<file path="src/rtl/fetch_pkg.sv">
// Shared types and constants for the instruction fetch unit.
package fetch_pkg;

  localparam int FETCH_ADDR_W = 32;
  localparam int FETCH_DATA_W = 32;

  localparam int unsigned PC_STEP = 4;
  localparam logic [FETCH_ADDR_W-1:0] RESET_PC_DEF = '0;

  typedef enum logic [1:0] {
    ISSUE   = 2'd0,
    WAIT    = 2'd1,
    DISCARD = 2'd2
  } fetch_state_t;

  typedef struct packed {
    logic [FETCH_ADDR_W-1:0] pc;
    logic [FETCH_DATA_W-1:0] instr;
  } fetch_entry_t;

endpackage

</file>
<file path="src/rtl/fetch_queue.sv">
// Small power-of-two FIFO with synchronous flush; head is read combinationally from storage.
// Latency: a push is visible at the head one edge later.
// Backpressure: push is accepted when not full or when popping in the same cycle; flush wins over both.
module fetch_queue #(
  parameter  int WIDTH = 64,
  parameter  int DEPTH = 2,
  localparam int PTR_W = $clog2(DEPTH),
  localparam int CNT_W = PTR_W + 1
) (
  input  logic             clk,
  input  logic             reset,
  input  logic             push,
  input  logic [WIDTH-1:0] push_dat,
  input  logic             pop,
  input  logic             flush,
  output logic [WIDTH-1:0] head_dat,
  output logic [CNT_W-1:0] count,
  output logic             full,
  output logic             empty
);

  logic [WIDTH-1:0] mem [DEPTH];
  logic [PTR_W-1:0] wr_ptr;
  logic [PTR_W-1:0] rd_ptr;
  logic             do_push;
  logic             do_pop;

  assign full     = (count == CNT_W'(DEPTH));
  assign empty    = (count == '0);
  assign do_pop   = pop && !empty;
  assign do_push  = push && (!full || do_pop);
  assign head_dat = mem[rd_ptr];

  always_ff @(posedge clk or negedge reset) begin
    if (!reset) begin
      wr_ptr <= '0;
      rd_ptr <= '0;
      count  <= '0;
    end else if (flush) begin
      wr_ptr <= '0;
      rd_ptr <= '0;
      count  <= '0;
    end else begin
      if (do_push) wr_ptr <= wr_ptr + PTR_W'(1);
      if (do_pop)  rd_ptr <= rd_ptr + PTR_W'(1);
      count <= count + CNT_W'(do_push) - CNT_W'(do_pop);
    end
  end

  // Storage needs no reset: entries are only observed through count.
  always_ff @(posedge clk) begin
    if (do_push && !flush) mem[wr_ptr] <= push_dat;
  end

endmodule

</file>
<file path="src/rtl/fetch_unit.sv">
// Instruction fetch: req/ack word reads from RESET_PC, queued to decode, redirect flushes; FETCH_ALIGN_CHECK_EN adds misaligned-redirect halt.
// Latency: first request 1 edge after reset release, data at decode 1 edge after ack, 1 instr/cycle with 0-wait memory.
// Backpressure: no request is issued unless the queue has room counting same-cycle push and pop.
module fetch_unit
  import fetch_pkg::*;
#(
  parameter int                ADDR_W      = FETCH_ADDR_W,
  parameter int                DATA_W      = FETCH_DATA_W,
  parameter int                QUEUE_DEPTH = 2,
  parameter logic [ADDR_W-1:0] RESET_PC    = ADDR_W'(RESET_PC_DEF)
) (
  input  logic              clk,
  input  logic              reset,
  input  logic              redirect_valid,
  input  logic [ADDR_W-1:0] redirect_pc,
  output logic              imem_req,
  output logic [ADDR_W-1:0] imem_addr,
  input  logic              imem_ack,
  input  logic [DATA_W-1:0] imem_rdata,
  output logic              instr_valid,
  input  logic              instr_ready,
  output logic [DATA_W-1:0] instr_data,
  output logic [ADDR_W-1:0] instr_pc,
  output logic              misalign_err
);

  localparam int CNT_W = $clog2(QUEUE_DEPTH) + 1;

  fetch_state_t      state_q, state_d;
  logic [ADDR_W-1:0] fetch_pc, pc_d, addr_d, redir_pc;
  logic              req_d;
  logic              push, pop, flush, halt;
  logic              q_full, q_empty;
  logic [CNT_W-1:0]  q_count;
  fetch_entry_t      push_ent, head_ent;

  assign redir_pc = redirect_pc & ~ADDR_W'(3);
  assign pop      = instr_valid && instr_ready;

  always_ff @(posedge clk or negedge reset) begin
    if (!reset) begin
      state_q   <= ISSUE;
      fetch_pc  <= RESET_PC;
      imem_req  <= 1'b0;
      imem_addr <= RESET_PC;
    end else begin
      state_q   <= state_d;
      fetch_pc  <= pc_d;
      imem_req  <= req_d;
      imem_addr <= addr_d;
    end
  end

  always_comb begin
    state_d = state_q;
    pc_d    = fetch_pc;
    push    = 1'b0;
    flush   = 1'b0;
    case (state_q)
      ISSUE: begin
        if (redirect_valid) begin
          flush = 1'b1;
          pc_d  = redir_pc;
        end else if (!q_full && !halt) begin
          state_d = WAIT;
        end
      end
      WAIT: begin
        if (redirect_valid) begin
          flush   = 1'b1;
          pc_d    = redir_pc;
          state_d = imem_ack ? ISSUE : DISCARD;
        end else if (imem_ack) begin
          push = 1'b1;
          pc_d = fetch_pc + ADDR_W'(PC_STEP);
          // Room after this push: either a pop frees a slot or one was already spare.
          state_d = (pop || (q_count < CNT_W'(QUEUE_DEPTH - 1))) ? WAIT : ISSUE;
        end
      end
      DISCARD: begin
        if (redirect_valid) begin
          flush = 1'b1;
          pc_d  = redir_pc;
        end
        if (imem_ack) state_d = ISSUE;
      end
      default: state_d = ISSUE;
    endcase
  end

  // Address only advances when a fresh request is (re)issued; DISCARD holds the abandoned one.
  always_comb begin
    req_d  = (state_d != ISSUE);
    addr_d = (state_d == WAIT) ? pc_d : imem_addr;
  end

  assign push_ent.pc    = FETCH_ADDR_W'(fetch_pc);
  assign push_ent.instr = FETCH_DATA_W'(imem_rdata);

  fetch_queue #(
    .WIDTH ($bits(fetch_entry_t)),
    .DEPTH (QUEUE_DEPTH)
  ) u_queue (
    .clk      (clk),
    .reset    (reset),
    .push     (push),
    .push_dat (push_ent),
    .pop      (pop),
    .flush    (flush),
    .head_dat (head_ent),
    .count    (q_count),
    .full     (q_full),
    .empty    (q_empty)
  );

  assign instr_valid = !q_empty;
  assign instr_data  = q_empty ? '0 : DATA_W'(head_ent.instr);
  assign instr_pc    = q_empty ? '0 : ADDR_W'(head_ent.pc);

`ifdef FETCH_ALIGN_CHECK_EN
  logic err_q;
  always_ff @(posedge clk or negedge reset) begin
    if (!reset)                                           err_q <= 1'b0;
    else if (redirect_valid && (redirect_pc[1:0] != 2'b00)) err_q <= 1'b1;
  end
  assign misalign_err = err_q;
`else
  assign misalign_err = 1'b0;
`endif

  assign halt = misalign_err;

endmodule

</file>
<file path="config.mk">
export PLATFORM = sky130hd
export DESIGN_NAME = fetch_unit
export DESIGN_NICKNAME = d
export VERILOG_FILES = /design/src/rtl/fetch_pkg.sv /design/src/rtl/fetch_queue.sv /design/src/rtl/fetch_unit.sv
export SDC_FILE = /design/constraint.sdc
export NUM_CORES = 1
export LEC_CHECK = 0
export ABC_CLOCK_PERIOD_IN_PS = 9800
export CORE_ASPECT_RATIO = 1.25
export CORE_MARGIN = 2
export CORE_UTILIZATION = 55
export DETAILED_ROUTE_END_ITERATION = 8
export PLACE_DENSITY_LB_ADDON = 0.05
export REMOVE_ABC_BUFFERS = 1
export SYNTH_ARGS = -nofsm -noshare
export SYNTH_HDL_FRONTEND = slang
export SYNTH_SLANG_ARGS = --single-unit
</file>
<file path="constraint.sdc">
create_clock -name clk -period 9.8 [get_ports clk]
set_clock_uncertainty 0.2 [all_clocks]
set_input_delay 1.96 -clock clk [delete_from_list [all_inputs] [get_ports clk]]
set_output_delay 1.96 -clock clk [all_outputs]
set_load 0.01 [all_outputs]
</file>
# After elaboration in Yosys (flattened, before gate mapping)
# Memory sizes are Yosys's and may differ from the RTL's.
# Cells that the tools add are included.
[op_classes]
add_sub_neg = 5
magnitude_cmp = 1
eq_ne = 4
muxes = 26
reduce_logical = 16
[op_table]
columns = ["op", "count"]
rows = [
  ["2-to-1 mux 32 bit", 5],
  ["case mux 32 bit (2 select lines)", 1],
  ["adder 32 x 3 -> 32 bit, second input constant", 1],
  ["2-to-1 mux 2 bit", 7],
  ["2-to-1 mux 1 bit", 12],
  ["case mux 2 bit (3 select lines)", 1],
  ["nonzero test 2 bit", 3],
  ["== test 2 x 1 -> 1 bit, second input constant", 2],
  ["== test 2 bit, second input constant", 2],
  ["logical AND 1 bit", 4],
  ["logical NOT 2 bit", 2],
  ["logical NOT 1 bit", 3],
  ["OR reduction 3 bit", 1],
  ["adder 1 bit, second input constant", 2],
  ["adder 2 x 1 -> 2 bit", 1],
  ["logical OR 1 bit", 2],
  ["less-than comparator 2 x 1 -> 1 bit, second input constant", 1],
  ["OR reduction 2 bit", 1],
  ["subtractor 2 x 1 -> 2 bit", 1],
]
[word_totals]
ff_bits = 71
ramBits = 128
in_bits = 69
elab_cells = 60
mem_count = 1
[memory_table]
columns = ["name", "words", "word_bits", "rd", "rd_ports_with_merged_regs", "wr", "line_no", "text"]
rows = [
  ["u_queue.mem", 2, 64, 1, 0, 1, "fetch_queue.sv:22", "logic [WIDTH-1:0] mem [DEPTH];"],
]

# Depth between registers and ports, before layout
[logic_depth]
word_depth = 9
mapped_depth = 9
depth_no_buf = 9

# Cells and area by module
# Synthesis repeated with hierarchy kept, for this count alone.
[hier_totals]
hier_cells = 728
hier_area_um2 = 9163.8
[modules_own_cells]
columns = ["module", "instances", "cells_per_inst", "area_per_inst_um2", "seq_area_each_um2"]
rows = [
  ["fetch_queue", 1, 228, 4883.4, 3943.8],
  ["fetch_unit", 1, 500, 4280.4, 1676.6],
]

# Worst setup path before layout
# OpenSTA, ideal clock, no wires.
[synth_timing]
path_kind = "input to register"
from = "in redirect_valid"
to = "mem u_queue.mem[0][0], enable pin"
setup_time_ns = 0.495
t_arrival_ns = 5.735
required_ns = 9.105
setup_slack_ns = 3.370
stages = 5
n_path_buf = 1
cell_sequence = "clkbuf_1 or2_2 nor2_1 o311a_1 nor2b_1"
[synth_between]
elab_chain_len = 6
[synth_lines]
columns = ["item", "line_no", "text"]
rows = [
  ["from (decl)", "fetch_unit.sv:14", "input logic redirect_valid,"],
  ["2-to-1 mux 1 bit, on equally long branches", "fetch_unit.sv:69, fetch_unit.sv:61, fetch_unit.sv:81", ""],
  ["2-to-1 mux 1 bit, on equally long branches", "-", ""],
  ["logical AND 1 bit or logical NOT 1 bit (tied branches)", "fetch_queue.sv:31, fetch_queue.sv:52", ""],
  ["logical AND 1 bit (*)", "fetch_queue.sv:52", "if (do_push && !flush) mem[wr_ptr] <= push_dat;"],
  ["2-to-1 mux 1 bit (*)", "fetch_queue.sv:52", ""],
  ["2-to-1 mux 1 bit (not written as such) (*)", "fetch_queue.sv:52", ""],
  ["to (decl)", "fetch_queue.sv:22", ""],
]
# Every way passes the cells marked *; elsewhere a longest branch is shown, timed or not.

# Worst setup path after layout
[layout_timing]
from = "in redirect_valid"
to = "mem u_queue.mem[0][29], enable pin"
# Same word-level chain as after synthesis.

==> reports/qor.yml <==
syn_area_per_cell_um2: 12.7
postLayoutCellArea_um2: 10900
cpMaxStageDelayCell: "nor2b_4"
die_y_um: 143
start_kind: "input port"
place_ws_ns: 4.30
via_per_inst: 5.72
synth_edf_count: 128
hold_buffers: 0
synth_ff_type: "edfxtp_1"
timing.critical_path.mode_cell: "buf_4"
dieArea_um2: 16500
irDropWorstVdd_uv: 220
whs_path_depth: 2
final_cell_mix: "clkdlybuf4s50_1, edfxtp_1, nor2_1"
switching_power_mw: 0.941
grt_pass1_vias: 5959
n_antenna_cell: 0
cp-startpoint: "redirect_valid"
cts_max_path_buffers: 2
cts_tree: "done"
required_ns: 9.66
rows: 50
ys_warn_count: 0
powerDensity_nw_per_um2: 261
clk_latency_ns: 0.43
min_path_type: "register to register"
min_to: "imem_addr[29]$_DFFE_PN0N_"
critPathCaptureType: "register"
drive_above_1_share_pct: 8.03
cts_resized: 0
switching_share_pct: 33.0
ys_seq_area_share_pct: 66.1
clock_sinks: 199
ys_types: 63
syn_area_um2: 8500
clkTransAtPathRegs_ns: 0.07
fmax_ghz: 0.198
crit_chain: "clkdlybuf4s50_1 > buf_4 > or2_2 > nor2_1 > o311a_1 > nor2b_4 > buf_4"
drt-pass1-iter-count: 5
port_buffers: 164
min_from: "imem_addr[29]$_DFFE_PN0N_"
io_pins: 168
drc: 0
core_um2: 15100
critPathTopFamily: "simple AND/OR/NAND/NOR gates"
critical_path_arrival_ns: 4.90
r2r-start: "state_q[0]$_DFF_PN0_"
p_comb_share_pct: 34.5
final_common_cell: "clkdlybuf4s50_1"
vias: 5959
synth.ff_latch_count: 199
post-route-min-period_ns: 5.04
p_int_mw: 1.91
htree_levels: 4
async_flop_share_pct: 35.7
die_width_um: 115
grt_overflow_total: 0
reg2reg_depth: 5
rsz0062_at_grt: "no"
totalWireLength_um: 20600
postPlaceCellArea_um2: 10300
wl_per_cell_um: 19.8
p_leak_nw: 3.77
seqPwrFrac_pct: 41.7
finalPower_mw: 2.85
grt_max_degree: 72
gp_congestion: 0.894
drv_slew: 0
start_util_pct: 56.4
dp_hpwl_um: 13800
slew_headroom_pct: 21.8
grt_use_total_pct: 25.7
fin_ws_ns: 4.76
max_stage_delay_ns: 0.65
criticalPathCategory: "input port to register"
syn_to_final_growth_pct: 28.2
fin_tns_setup_ns: 0
drt_iter0_markers: 419
postCtsSetupBuffers: 0
clkPwrFrac_pct: 23.8
r2r_slack_ns: 5.95
finalHoldViolCount: 0
syn_inst: 668
grt_first_pass_wirelength_um: 31700
cap_violations: 0
antenna_found_initial: 0
antenna_left: 0
fillers: 1018
finalCritPeriodShare_pct: 51.4
status: "completed"
cts_made_buffers: 17
worst-path-max-fanout: 42
path_buf_inv: 3
setup_viol: 0
nets: 893
worst_slew_pin_slew_ns: 1.17
cts_root_buf: "clkbuf_16"
r2r_end: "u_queue.mem[0][29]$_DFFE_PP_"
==> layer usage <==
layer / share of wire (%) / GRT usage, %
met3: 5.5 / 5.98
met2: 52 / 44.4
met5: 0 / 0
met1: 40 / 31.9
met4: 1.9 / 8.81
==> stage by stage <==
| step | utilization, % | std cells | hold slack, ns |
|---|---|---|---|
| floorplan | - | 631 | 0.234 |
| global placement | 68.5 | 1010 | 0.249 |
| global route | 72.3 | 1042 | 0.298 |
| finish | 72.3 | 1042 | 0.276 |
| CTS | 72.3 | 1042 | 0.282 |
| detailed placement | 68.5 | 1010 | 0.266 |
==> Yosys cell counts, types with 13 or more instances <==
| library cell | count | area, um2 |
|---|---|---|
| mux2i_1 | 64 | 641 |
| a21oi_1 | 22 | 110 |
| clkbuf_1 | 21 | 78.8 |
| o22ai_1 | 17 | 106 |
| nand4_1 | 15 | 93.8 |
| nor2_1 | 104 | 390 |
| mux2_2 | 15 | 169 |
| nor3_1 | 20 | 100 |
| nand3_1 | 17 | 85.1 |
| nand2_1 | 33 | 124 |
| dfrtp_1 | 71 | 1780 |
| o21ai_0 | 13 | 65.1 |
| edfxtp_1 | 128 | 3840 |
==> registers in the layout (all words and copies together), names as in the netlist <==
name            count
state_q             2
imem_addr          32
fetch_pc           32
u_queue.count       2
u_queue.wr_ptr      1
imem_req            1
u_queue.rd_ptr      1
u_queue.mem       128
==> tightest hold or removal path, delay by kind of cell (launching register included) <==
family	cells	cell delay, ns
and+or+nand+nor	1	0.05
AOI/OAI and AO/OA	1	0.05
DFF	1	0.34
==> worst max path at each step <==
| stage | depth (start not counted) | to | slack (ns) |
|---|---|---|---|
| finish | 7 | u_queue.mem[0][29]$_DFFE_PP_ | 4.76 |
| floorplan | 4 | u_queue.mem[0][0]$_DFFE_PP_ | 3.57 |
| global route | 7 | u_queue.mem[0][24]$_DFFE_PP_ | 4.54 |
| global placement | 7 | u_queue.mem[0][21]$_DFFE_PP_ | 4.40 |
| CTS | 7 | u_queue.mem[0][10]$_DFFE_PP_ | 4.75 |
| detailed placement | 7 | u_queue.mem[0][11]$_DFFE_PP_ | 4.30 |
==> cell families (layout without fill, tap and decap cells) <==
logic type                 after synthesis  after routing  share of synthesized area, %
buffers and inverters                   49            215                          2.30
xor gates and xnor gates                15             15                          1.55
AOI/OAI and AO/OA                       92             92                          7.08
adders and majority gates                3              3                         0.442
DFF                                    199            199                          66.1
muxes                                   80             80                          9.70
and+or+nand+nor                        229            229                          12.8
other                                    1              1                        0.0441
==> cell type report <==
type	count	area, um2	share of cell area [%]
tap	208	260	2.39
timing repair buffer	171	1690	15.5
clock buffer	19	433	3.97
inverter	12	45.0	0.413
clock inverter	13	141	1.30
sequential	199	5620	51.6
multi-input combinational	420	2700	24.8
==> power by group through the flow <==
stage	Combinational [mW]	Sequential, mW	Clock [mW]
after floorplan	0.456	1.19	0
after detailed placement	0.985	1.21	0
after global placement	0.963	1.20	0
after CTS	0.992	1.19	0.687
final	0.982	1.19	0.677
after global routing	1.05	1.21	0.719
Note: power is estimated with default switching activity, not from simulation.
